## config.mk

```make
export PLATFORM = sky130hd
export DESIGN_NAME = ifetch_ctrl
export DESIGN_NICKNAME = d
export VERILOG_FILES = /design/src/rtl/ifetch_ctrl.sv
export SDC_FILE = /design/constraint.sdc
export NUM_CORES = 1
export LEC_CHECK = 0
export ABC_AREA = 1
export CELL_PAD_IN_SITES_DETAIL_PLACEMENT = 0
export CELL_PAD_IN_SITES_GLOBAL_PLACEMENT = 2
export CORE_MARGIN = 1.5
export CORE_UTILIZATION = 36
export CTS_CLUSTER_DIAMETER = 30
export DETAILED_ROUTE_END_ITERATION = 10
export PLACE_DENSITY = 0.88
export SLEW_MARGIN = 10
export SYNTH_ARGS = -nofsm -noshare
export SYNTH_HDL_FRONTEND = slang
export SYNTH_SLANG_ARGS = --single-unit
export TNS_END_PERCENT = 30
```

## constraint.sdc

```tcl
create_clock -name clk -period 6.43 [get_ports clk]
set_input_delay 0.643 -clock clk [delete_from_list [all_inputs] [get_ports clk]]
set_output_delay 0.643 -clock clk [all_outputs]
set_load 0.02 [all_outputs]
```

## src/rtl/ifetch_ctrl.sv

```systemverilog
// Fetch sequencer: drives the instruction-memory PC, picks sequential or predicted-taken
// next PC, and buffers fetched instructions in a small valid/ready queue toward decode.
module ifetch_ctrl #(
    parameter int unsigned     XLEN     = 32,
    parameter int unsigned     DEPTH    = 4,
    parameter logic [XLEN-1:0] RESET_PC = '0
) (
    input  logic                     clk,
    input  logic                     rst_n,
    input  logic                     fetch_en,
    output logic [XLEN-1:0]          pc_out,
    input  logic [XLEN-1:0]          instruction_in,
    input  logic                     branch_check_in,
    input  logic [XLEN-1:0]          imm_yags_in,
    input  logic                     pred_taken,
    input  logic                     redirect_valid,
    input  logic [XLEN-1:0]          redirect_pc,
    output logic                     out_valid,
    input  logic                     out_ready,
    output logic [XLEN-1:0]          out_instr,
    output logic [XLEN-1:0]          out_pc,
    output logic                     out_pred_taken,
    output logic [XLEN-1:0]          out_pred_target,
    output logic [$clog2(DEPTH):0]   q_count
);

    localparam int unsigned PW = $clog2(DEPTH);
    localparam int unsigned CW = PW + 1;

    logic [XLEN-1:0] pc_q, pc_d;
    logic [PW-1:0]   rd_q, rd_d, wr_q, wr_d;
    logic [CW-1:0]   cnt_q, cnt_d;

    logic [XLEN-1:0] mem_pc    [DEPTH];
    logic [XLEN-1:0] mem_instr [DEPTH];
    logic            mem_take  [DEPTH];
    logic [XLEN-1:0] mem_tgt   [DEPTH];

    logic            pop, push, take;
    logic [XLEN-1:0] nxt;

    // Redirect target is word-aligned; the low bits are deliberately dropped.
    logic unused_redirect_lsb;
    assign unused_redirect_lsb = ^redirect_pc[1:0];

    assign out_valid = (cnt_q != '0);
    assign pop       = out_valid & out_ready;
    assign push      = fetch_en & ~redirect_valid & ((cnt_q < CW'(DEPTH)) | pop);
    assign take      = branch_check_in & pred_taken;
    assign nxt       = take ? (pc_q + imm_yags_in) : (pc_q + XLEN'(4));

    always_comb begin
        pc_d  = pc_q;
        rd_d  = rd_q;
        wr_d  = wr_q;
        cnt_d = cnt_q;
        if (redirect_valid) begin
            pc_d  = {redirect_pc[XLEN-1:2], 2'b00};
            rd_d  = '0;
            wr_d  = '0;
            cnt_d = '0;
        end else begin
            if (push) begin
                pc_d = nxt;
                wr_d = wr_q + 1'b1;
            end
            if (pop) begin
                rd_d = rd_q + 1'b1;
            end
            if (push && !pop) begin
                cnt_d = cnt_q + 1'b1;
            end else if (pop && !push) begin
                cnt_d = cnt_q - 1'b1;
            end
        end
    end

    always_ff @(posedge clk or negedge rst_n) begin
        if (!rst_n) begin
            pc_q  <= RESET_PC;
            rd_q  <= '0;
            wr_q  <= '0;
            cnt_q <= '0;
        end else begin
            pc_q  <= pc_d;
            rd_q  <= rd_d;
            wr_q  <= wr_d;
            cnt_q <= cnt_d;
        end
    end

    // Entry storage needs no reset: it is only visible while the count says it is live.
    always_ff @(posedge clk) begin
        if (push) begin
            mem_pc[wr_q]    <= pc_q;
            mem_instr[wr_q] <= instruction_in;
            mem_take[wr_q]  <= take;
            mem_tgt[wr_q]   <= nxt;
        end
    end

    always_comb begin
        out_instr       = '0;
        out_pc          = '0;
        out_pred_taken  = 1'b0;
        out_pred_target = '0;
        if (out_valid) begin
            out_instr       = mem_instr[rd_q];
            out_pc          = mem_pc[rd_q];
            out_pred_taken  = mem_take[rd_q];
            out_pred_target = mem_tgt[rd_q];
        end
    end

    assign pc_out  = pc_q;
    assign q_count = cnt_q;

endmodule
```

==> impl_metrics.json, run 1 <==
{
  "path_buf_inv": 3,
  "grt_pass1_wl_um": 92700,
  "fin_crit_ns": 4.32,
  "slowest_delay_ns": 0.75,
  "synth_edf_count": 388,
  "synthFlopType": "edfxtp_1",
  "post-route-period-util": 0.672,
  "synth_cell_types": 44,
  "cts_tree": "built",
  "clock_latency_ns": 0.58,
  "power_density_mw_per_mm2": 404,
  "dieArea_mm2": 0.0578,
  "vias": 15700,
  "place.gp.congestion": 0.875,
  "outcome": "finished clean",
  "initial_core_util": 0.366,
  "max_freq_ghz": 0.231,
  "yosys_warnings": 0,
  "wirelength_um": 62300,
  "worstReg2RegStart": "q_count[2]$_DFFE_PN0P_",
  "ys_seq_area_frac": 0.623,
  "rr_worst_depth": 8,
  "dpl_cell_area_mm2": 0.0234,
  "ir_worst_vdd_mv": 0.297,
  "p_total_w": 0.0105,
  "fin_ws_ns": 2.11,
  "n_antenna_cell": 0,
  "antenna_found_initial": 1,
  "cts_root_buf": "clkbuf_16",
  "synth_top_area_frac": 0.575,
  "relSlewSlack": 0.225,
  "port_buffers": 233,
  "syn-cell-area_mm2": 0.0203,
  "synth_seq_cells": 427,
  "r2r_slack_ns": 3.47,
  "cts_buffers": 75,
  "endpoint": "out_pc[2]",
  "wl_per_cell_um": 19.6,
  "crit_family": "buffers and inverters",
  "slowest_stage": "inv_4",
  "hpwl_um": 40900,
  "startpoint_type": "register",
  "ctsResizeCount": 0,
  "post_cts_buffers": 0,
  "yosysTopAreaCell": "edfxtp_1",
  "rsz0062_at_grt": "false",
  "syn-mean-instance-area_um2": 9.55,
  "drc_errors": 0,
  "synthArstFlopShare": 0.0913,
  "final_area_mm2": 0.0260,
  "synth_cells": 2122,
  "skew_ns": 0.0235,
  "ys_top_cells_by_area": "edfxtp_1 (57%), nor2_1 (8.5%), nand2_1 (7.1%), o21ai_0 (5.4%), dfrtp_1 (4.8%)",
  "clock_sinks": 427,
  "place_ws_ns": 2.35,
  "cts_buffer_depth": 3,
  "grt_overflow": 0,
  "required_ns": 5.79,
  "clk_pin_slew_worst_paths_ns": 0.05,
  "hold_viol": 0,
  "cts.htree.levels": 3,
  "finalMaxSlewViolations": 0,
  "drt-initial-drc-count": 994,
  "grt_pass1_vias": 15300,
  "drt-pass1-iter-count": 5,
  "hold_buffers": 0,
  "endpoint_kind": "primary output",
  "core_mm2": 0.0554,
  "grt_max_degree": 106,
  "path_cells": "inv_4, buf_4, o21ai_0, a21oi_1, clkdlybuf4s50_1",
  "crit_type": "reg -> out",
  "die_y_um": 240,
  "rows": 86,
  "ys_top_cells_by_count": "nor2_1 (458), edfxtp_1 (388), nand2_1 (383), o21ai_0 (219), inv_1 (187)",
  "worst_pin_slew_ns": 1.16,
  "drive_gt1_frac": 0.0781,
  "maxCapViolations": 0,
  "syn-num-nets": 2263,
  "fin_setup_tns_ns": 0,
  "synth_most_common_cell": "nor2_1",
  "crit-reg2reg-capture": "pc_out[11]$_DFFE_PN0P_",
  "track_usage": 0.215,
  "cp.depth": 5,
  "die_x_um": 240,
  "hold_class": "in -> async",
  "area_growth_pct": 28.4,
  "crit_path_start": "rd_q[0]$_DFFE_PN0P_",
  "nets": 2512,
  "viasPerCell": 4.94,
  "p_leak_nw": 10.2,
  "setup_violations": 0,
  "io_pins": 236,
  "drtAntennaViolNets": 0,
  "arrival_ns": 3.68,
  "path_max_fanout": 105
}
## sequential cells by signal, indices dropped and copies added (netlist names)
| signal | count |
|---|---|
| mem_pc | 128 |
| rd_q | 2 |
| q_count | 3 |
| mem_take | 4 |
| mem_instr | 128 |
| pc_out | 32 |
| mem_tgt | 128 |
| wr_q | 2 |
## cell type report
| type | count | area [um2] |
|---|---|---|
| Timing Repair Buffer | 261 | 2540 |
| Clock buffer | 83 | 1930 |
| Inverter | 197 | 743 |
| Tap cell | 748 | 936 |
| Clock inverter | 56 | 669 |
| Sequential cell | 427 | 12600 |
| Multi-Input combinational cell | 1409 | 6580 |
| Fill cell | 5150 | 29400 |
## per-stage QoR
| stage | hold slack (ns) | util | instances |
|---|---|---|---|
| 6_report | 0.238 | 0.470 | 3181 |
| 3_3_place_gp | 0.547 | 0.423 | 3042 |
| 2_1_floorplan | 0.347 | - | 2122 |
| 3_5_place_dp | 0.566 | 0.423 | 3042 |
| 5_1_grt | 0.295 | 0.470 | 3181 |
| 4_1_cts | 0.246 | 0.470 | 3181 |
## how the worst min path moves through the flow
stage | start | slack [ns] | endpoint | cells after the start
floorplan | rst_n | 0.35 | pc_out[0]$_DFFE_PN0P_ | 0
global route | rst_n | 0.30 | q_count[0]$_DFFE_PN0P_ | 1
detailed placement | wr_q[0]$_DFFE_PN0P_ | 0.57 | wr_q[0]$_DFFE_PN0P_ | 1
global placement | wr_q[0]$_DFFE_PN0P_ | 0.55 | wr_q[0]$_DFFE_PN0P_ | 1
finish | rst_n | 0.24 | q_count[0]$_DFFE_PN0P_ | 1
CTS | rst_n | 0.25 | q_count[2]$_DFFE_PN0P_ | 1
## metal layers
layer	global-route usage	wire length, um	vias to the layer above
met3	0.0370	3410	76
met4	0.0682	1550	0
met1	0.284	27400	7607
li1	-	-	7637
met5	0	0	-
met2	0.360	30000	398
## cell usage in the layout, fill, tap and decap left out, types with 3 or more instances in the layout
master,count
ha_1,36
nor3_2,5
nand2_1,383
clkbuf_16,76
clkinv_4,5
inv_2,6
o21ai_0,219
nand3_2,4
nor2_1,454
edfxtp_1,388
o21ai_1,18
nand3_1,74
nand4_1,6
clkbuf_1,7
buf_4,28
xor2_1,17
clkinv_8,3
nor2_4,5
clkinvlp_4,11
and2_1,5
inv_8,4
inv_6,11
o221ai_1,4
nor2_2,4
clkinv_2,7
o211ai_1,4
clkdlybuf4s50_1,232
nor3_1,13
bufinv_16,10
clkinv_1,8
dfrtp_1,37
inv_1,187
a21oi_1,132
## power breakdown
| part | internal [W] | switching, W | total [W] |
|---|---|---|---|
| sequential | 0.00327 | 0.000186 | 0.00346 |
| combinational | 0.00109 | 0.00196 | 0.00305 |
| clock | 0.00261 | 0.00141 | 0.00402 |
| total | 0.00697 | 0.00356 | 0.0105 |
## worst reg2reg max path: stages, from the launching register on
cell and delay (ns):
dfrtp_1 0.45, nand2_1 0.09, nand3_1 0.07, buf_4 0.29, inv_2 0.32, nor2_1 0.77, inv_2 0.45, o21ai_0 0.29
o21bai_2 0.15
## cells by family after synthesis
| kind of cell | Yosys count | share of synthesized area |
|---|---|---|
| AOI/OAI and AO/OA | 388 | 0.0987 |
| buffers and inverters | 286 | 0.0546 |
| xor gates and xnor gates | 19 | 0.00821 |
| DFF | 427 | 0.623 |
| and+or+nand+nor | 964 | 0.192 |
| adders and majority gates | 38 | 0.0242 |
Power figures use the tool's default switching activity.
==> inputs of run 2 (changes only) <==
==> constraint.sdc (replaced) <==
create_clock -name clk -period 4 [get_ports clk]
set_input_delay 0.4 -clock clk [delete_from_list [all_inputs] [get_ports clk]]
set_output_delay 0.4 -clock clk [all_outputs]
set_load 0.02 [all_outputs]
==> impl_metrics.json, run 2 (synthesis gave the netlist of run 1 again) <==
{
  "hold_buffers": 1,
  "crit-reg2reg-capture": "mem_tgt[2][5]$_DFFE_PP_",
  "endpoint_kind": "primary output",
  "crit_type": "reg -> out",
  "area_growth_pct": 30.6,
  "drtAntennaViolNets": 0,
  "cts_buffer_depth": 3,
  "drt-initial-drc-count": 1047,
  "initial_core_util": 0.366,
  "nets": 2543,
  "post_cts_buffers": 0,
  "r2r_slack_ns": 1.17,
  "grt_max_degree": 64,
  "path_max_fanout": 54,
  "dieArea_mm2": 0.0578,
  "finalNonFillerCells": 3216,
  "drt-pass1-iter-count": 5,
  "place_inst": 3070,
  "hpwl_um": 42900,
  "max_freq_ghz": 0.266,
  "io_pins": 236,
  "cts_root_buf": "clkbuf_16",
  "top_layer": "met5",
  "min_to": "pc_out[12]$_DFFE_PN0P_",
  "ctsResizeCount": 0,
  "mostFrequentLayoutCell": "nor2_1",
  "cts.htree.levels": 3,
  "track_usage": 0.221,
  "wl_met2_um": 29200,
  "clock_sinks": 427,
  "fin_hold_ws_ns": 0.425,
  "clk_pin_slew_worst_paths_ns": 0.06,
  "worst_pin_slew_ns": 1.26,
  "met1_length_um": 27000,
  "grt_overflow": 0,
  "vias": 15800,
  "cts_buffers": 77,
  "wirelength_um": 63400,
  "die_x_um": 240,
  "fin_setup_tns_ns": 0,
  "core_mm2": 0.0554,
  "port_buffers": 233,
  "p_leak_nw": 10.4,
  "worstReg2RegStart": "pc_out[2]$_DFFE_PN0P_",
  "wl_per_cell_um": 19.7,
  "drc_errors": 0,
  "place.gp.congestion": 0.873,
  "fin_crit_ns": 3.76,
  "antenna_found_initial": 3,
  "rows": 86,
  "maxCapViolations": 0,
  "finalMaxSlewViolations": 0,
  "clock_latency_ns": 0.62,
  "cts_tree": "built",
  "setup_violations": 0,
  "die_y_um": 240,
  "required_ns": 3.60,
  "viasPerCell": 4.92,
  "hold_class": "in -> reg",
  "top_regs": "mem_instr: 128 flops, mem_pc: 128 flops, mem_tgt: 128 flops",
  "drive_gt1_frac": 0.0920,
  "grt_pass1_wl_um": 94200,
  "skew_ns": 0.0448,
  "hold_depth": 3,
  "relSlewSlack": 0.153,
  "layout_common_cells": "nor2_1 (454), edfxtp_1 (388), nand2_1 (383)",
  "met3_length_um": 4640,
  "min_from": "redirect_pc[12]",
  "fin_util": 0.478,
  "post-route-period-util": 0.940,
  "outcome": "finished clean",
  "hold_viol": 0,
  "rr_worst_depth": 9,
  "grt_pass1_vias": 15600,
  "ir_worst_vdd_mv": 0.329,
  "rsz0062_at_grt": "false",
  "power_density_mw_per_mm2": 656,
  "arrival_ns": 3.36,
  "startpoint_type": "register"
}
==> run 2: final cells by class <==
cell class / count / area (um2)
Antenna cell: 1 / 2.50
Clock buffer: 81 / 1940
Clock inverter: 63 / 802
Fill cell: 5095 / 28900
Inverter: 197 / 743
Multi-Input combinational cell: 1409 / 6580
Sequential cell: 427 / 12600
Tap cell: 748 / 936
Timing Repair Buffer: 290 / 2850
==> run 2: how the worst max path moves through the flow <==
stage / startpoint / to / slack [ns]
2_1_floorplan: q_count[2]$_DFFE_PN0P_ / mem_instr[0][0]$_DFFE_PP_ / -1.56
3_3_place_gp: rd_q[0]$_DFFE_PN0P_ / out_pc[19] / 0.83
3_5_place_dp: rd_q[0]$_DFFE_PN0P_ / out_pc[19] / 0.80
4_1_cts: rd_q[0]$_DFFE_PN0P_ / out_pc[19] / 0.14
5_1_grt: rd_q[0]$_DFFE_PN0P_ / out_pc[28] / 0.04
6_report: rd_q[0]$_DFFE_PN0P_ / out_pc[28] / 0.24
==> run 2: worst max-delay path: stages (launching register included) <==
cell and delay, ns:
dfrtp_4 0.68, inv_4 0.51, buf_4 0.48, o21ai_0 0.17, a21oi_1 0.20, clkdlybuf4s50_1 0.68
==> run 2: where the power goes <==
group          internal (W)  switching [W]
clock network       0.00430        0.00242
logic               0.00187        0.00331
registers           0.00526       0.000218
total                0.0114        0.00595
==> run 2: routing by layer <==
metal | GRT usage | vias to the layer above
met5 | 0 | -
met4 | 0.0993 | 4
met3 | 0.0475 | 99
met2 | 0.352 | 500
met1 | 0.288 | 7530
li1 | - | 7702
==> run 2: metrics by stage <==
| step | cell area [um2] | total power, W | worst slack [ns] |
|---|---|---|---|
| CTS | 26500 | 0.0175 | 0.143 |
| global route | 26500 | 0.0182 | 0.0374 |
| floorplan | 20300 | 0.00827 | -1.56 |
| detailed placement | 23700 | 0.0108 | 0.804 |
| finish | 26500 | 0.0174 | 0.238 |
| global placement | 23700 | 0.0107 | 0.832 |
==> inputs of run 3 (changes only) <==
==> constraint.sdc (replaced) <==
create_clock -name clk -period 4.18 [get_ports clk]
set_input_delay 0.418 -clock clk [delete_from_list [all_inputs] [get_ports clk]]
set_output_delay 0.418 -clock clk [all_outputs]
set_load 0.02 [all_outputs]
==> impl_metrics.json, run 3 (synthesis gave the netlist of run 1 again) <==
{
  "startpoint_type": "register",
  "ir_worst_vdd_mv": 0.338,
  "grt_overflow": 0,
  "n_antenna_cell": 0,
  "rr_worst_depth": 10,
  "crit_type": "reg -> out",
  "endpoint_kind": "primary output",
  "fin_crit_ns": 3.61,
  "outcome": "finished clean",
  "wl_per_cell_um": 19.6,
  "port_buffers": 233,
  "switching_share": 0.337,
  "final_area_mm2": 0.0260,
  "wirelength_um": 62300,
  "antenna_found_initial": 1,
  "drtAntennaViolNets": 0,
  "initial_core_util": 0.366,
  "grt_max_degree": 121,
  "p_comb_frac": 0.308,
  "worstReg2RegStart": "pc_out[2]$_DFFE_PN0P_",
  "clk_pin_slew_worst_paths_ns": 0.05,
  "max_freq_ghz": 0.277,
  "top_regs": "mem_instr: 128 flops, mem_pc: 128 flops, mem_tgt: 128 flops",
  "ctsResizeCount": 0,
  "grt_pass1_wl_um": 91900,
  "die_y_um": 240,
  "die_x_um": 240,
  "slowest_delay_ns": 0.68,
  "required_ns": 3.76,
  "layout_common_cells": "nor2_1 (454), edfxtp_1 (388), nand2_1 (383)",
  "drt-pass1-iter-count": 5,
  "cts_root_buf": "clkbuf_16",
  "track_usage": 0.215,
  "drt-initial-drc-count": 1076,
  "clkPwrFrac": 0.357,
  "area_growth_pct": 28.0,
  "n_fill_cell": 5162,
  "nets": 2523,
  "power_density_mw_per_mm2": 604,
  "fin_ws_ns": 0.569,
  "hold_buffers": 0,
  "io_pins": 236,
  "core_mm2": 0.0554,
  "post-route-period-util": 0.864,
  "hpwl_um": 41400,
  "p_leak_nw": 10.2,
  "maxCapViolations": 0,
  "slowest_stage": "clkdlybuf4s50_1",
  "cts_tree": "built",
  "grt_pass1_vias": 15100,
  "dpl_cell_area_mm2": 0.0237,
  "cts_buffer_depth": 3,
  "rsz0062_at_grt": "false",
  "p_sw_w": 0.00529,
  "dieArea_mm2": 0.0578,
  "clock_sinks": 427,
  "relSlewSlack": 0.239,
  "viasPerCell": 4.97,
  "worst_pin_slew_ns": 1.13,
  "path_cells": "inv_4, buf_12, o21ai_0, a21oi_1, clkdlybuf4s50_1",
  "finalMaxSlewViolations": 0,
  "arrival_ns": 3.19,
  "clock_latency_ns": 0.59,
  "mostFrequentLayoutCell": "nor2_1",
  "skew_ns": 0.0295,
  "crit_path_start": "rd_q[0]$_DFFE_PN0P_",
  "hold_class": "in -> async",
  "cts.htree.levels": 3,
  "drc_errors": 0,
  "place.gp.congestion": 0.878,
  "cts_buffers": 70,
  "p_int_w": 0.0104,
  "rows": 86,
  "seq_power_share": 0.335,
  "drive_gt1_frac": 0.0772,
  "path_max_fanout": 87,
  "place_ws_ns": 0.932,
  "vias": 15800,
  "post_cts_buffers": 0,
  "setup_violations": 0,
  "hold_viol": 0
}
==> run 3: final timing paths <==
| check | to | slack, ns |
|---|---|---|
| max | out_pred_target[24] | 0.57 |
| max in group asynchronous | rd_q[0]$_DFFE_PN0P_ | 3.37 |
| max reg2reg | mem_tgt[0][9]$_DFFE_PP_ | 1.41 |
| min reg2reg | wr_q[0]$_DFFE_PN0P_ | 0.58 |
| min in group clk | mem_instr[0][16]$_DFFE_PP_ | 0.47 |
| min | q_count[0]$_DFFE_PN0P_ | 0.02 |
==> run 3: worst max-delay path, delay by kind of cell, from the launching register on <==
kind                   cells  cell delay [ns]
AOI/OAI and AO/OA          2             0.47
DFF                        1             0.67
buffers and inverters      3             1.36
==> run 3: metal layers <==
layer  vias to the layer above  part of all wire  track usage
li1                       7652                 -            -
met4                         0             0.033       0.0869
met3                        94             0.064       0.0366
met2                       495              0.48        0.352
met1                      7573              0.43        0.283
met5                         -                 0            0
==> run 3: through the flow <==
stage	power, W	util	setup TNS, ns	hold WS [ns]	cells
floorplan	0.00791	-	-534.95	0.122	2122
global placement	0.0101	0.427	0	0.553	3058
detailed placement	0.0102	0.427	0	0.570	3058
CTS	0.0158	0.468	0	0.0386	3182
global route	0.0164	0.468	0	0.0683	3182
finish	0.0157	0.468	0	0.0231	3182
==> run 3: power by group through the flow <==
stage	logic [W]	clock network, W	registers (W)
floorplan	0.00258	0	0.00533
global placement	0.00483	0	0.00531
detailed placement	0.00486	0	0.00532
CTS	0.00489	0.00568	0.00525
global route	0.00525	0.00591	0.00527
finish	0.00483	0.00559	0.00525
==> run 3: area by class of cell <==
type	count	area [um2]	share of cell area
Sequential cell	427	12600	0.487
Multi-Input combinational cell	1409	6580	0.253
Timing Repair Buffer	277	2760	0.106
Clock buffer	81	1820	0.0703
Tap cell	748	936	0.0361
Inverter	197	743	0.0286
Clock inverter	43	483	0.0186
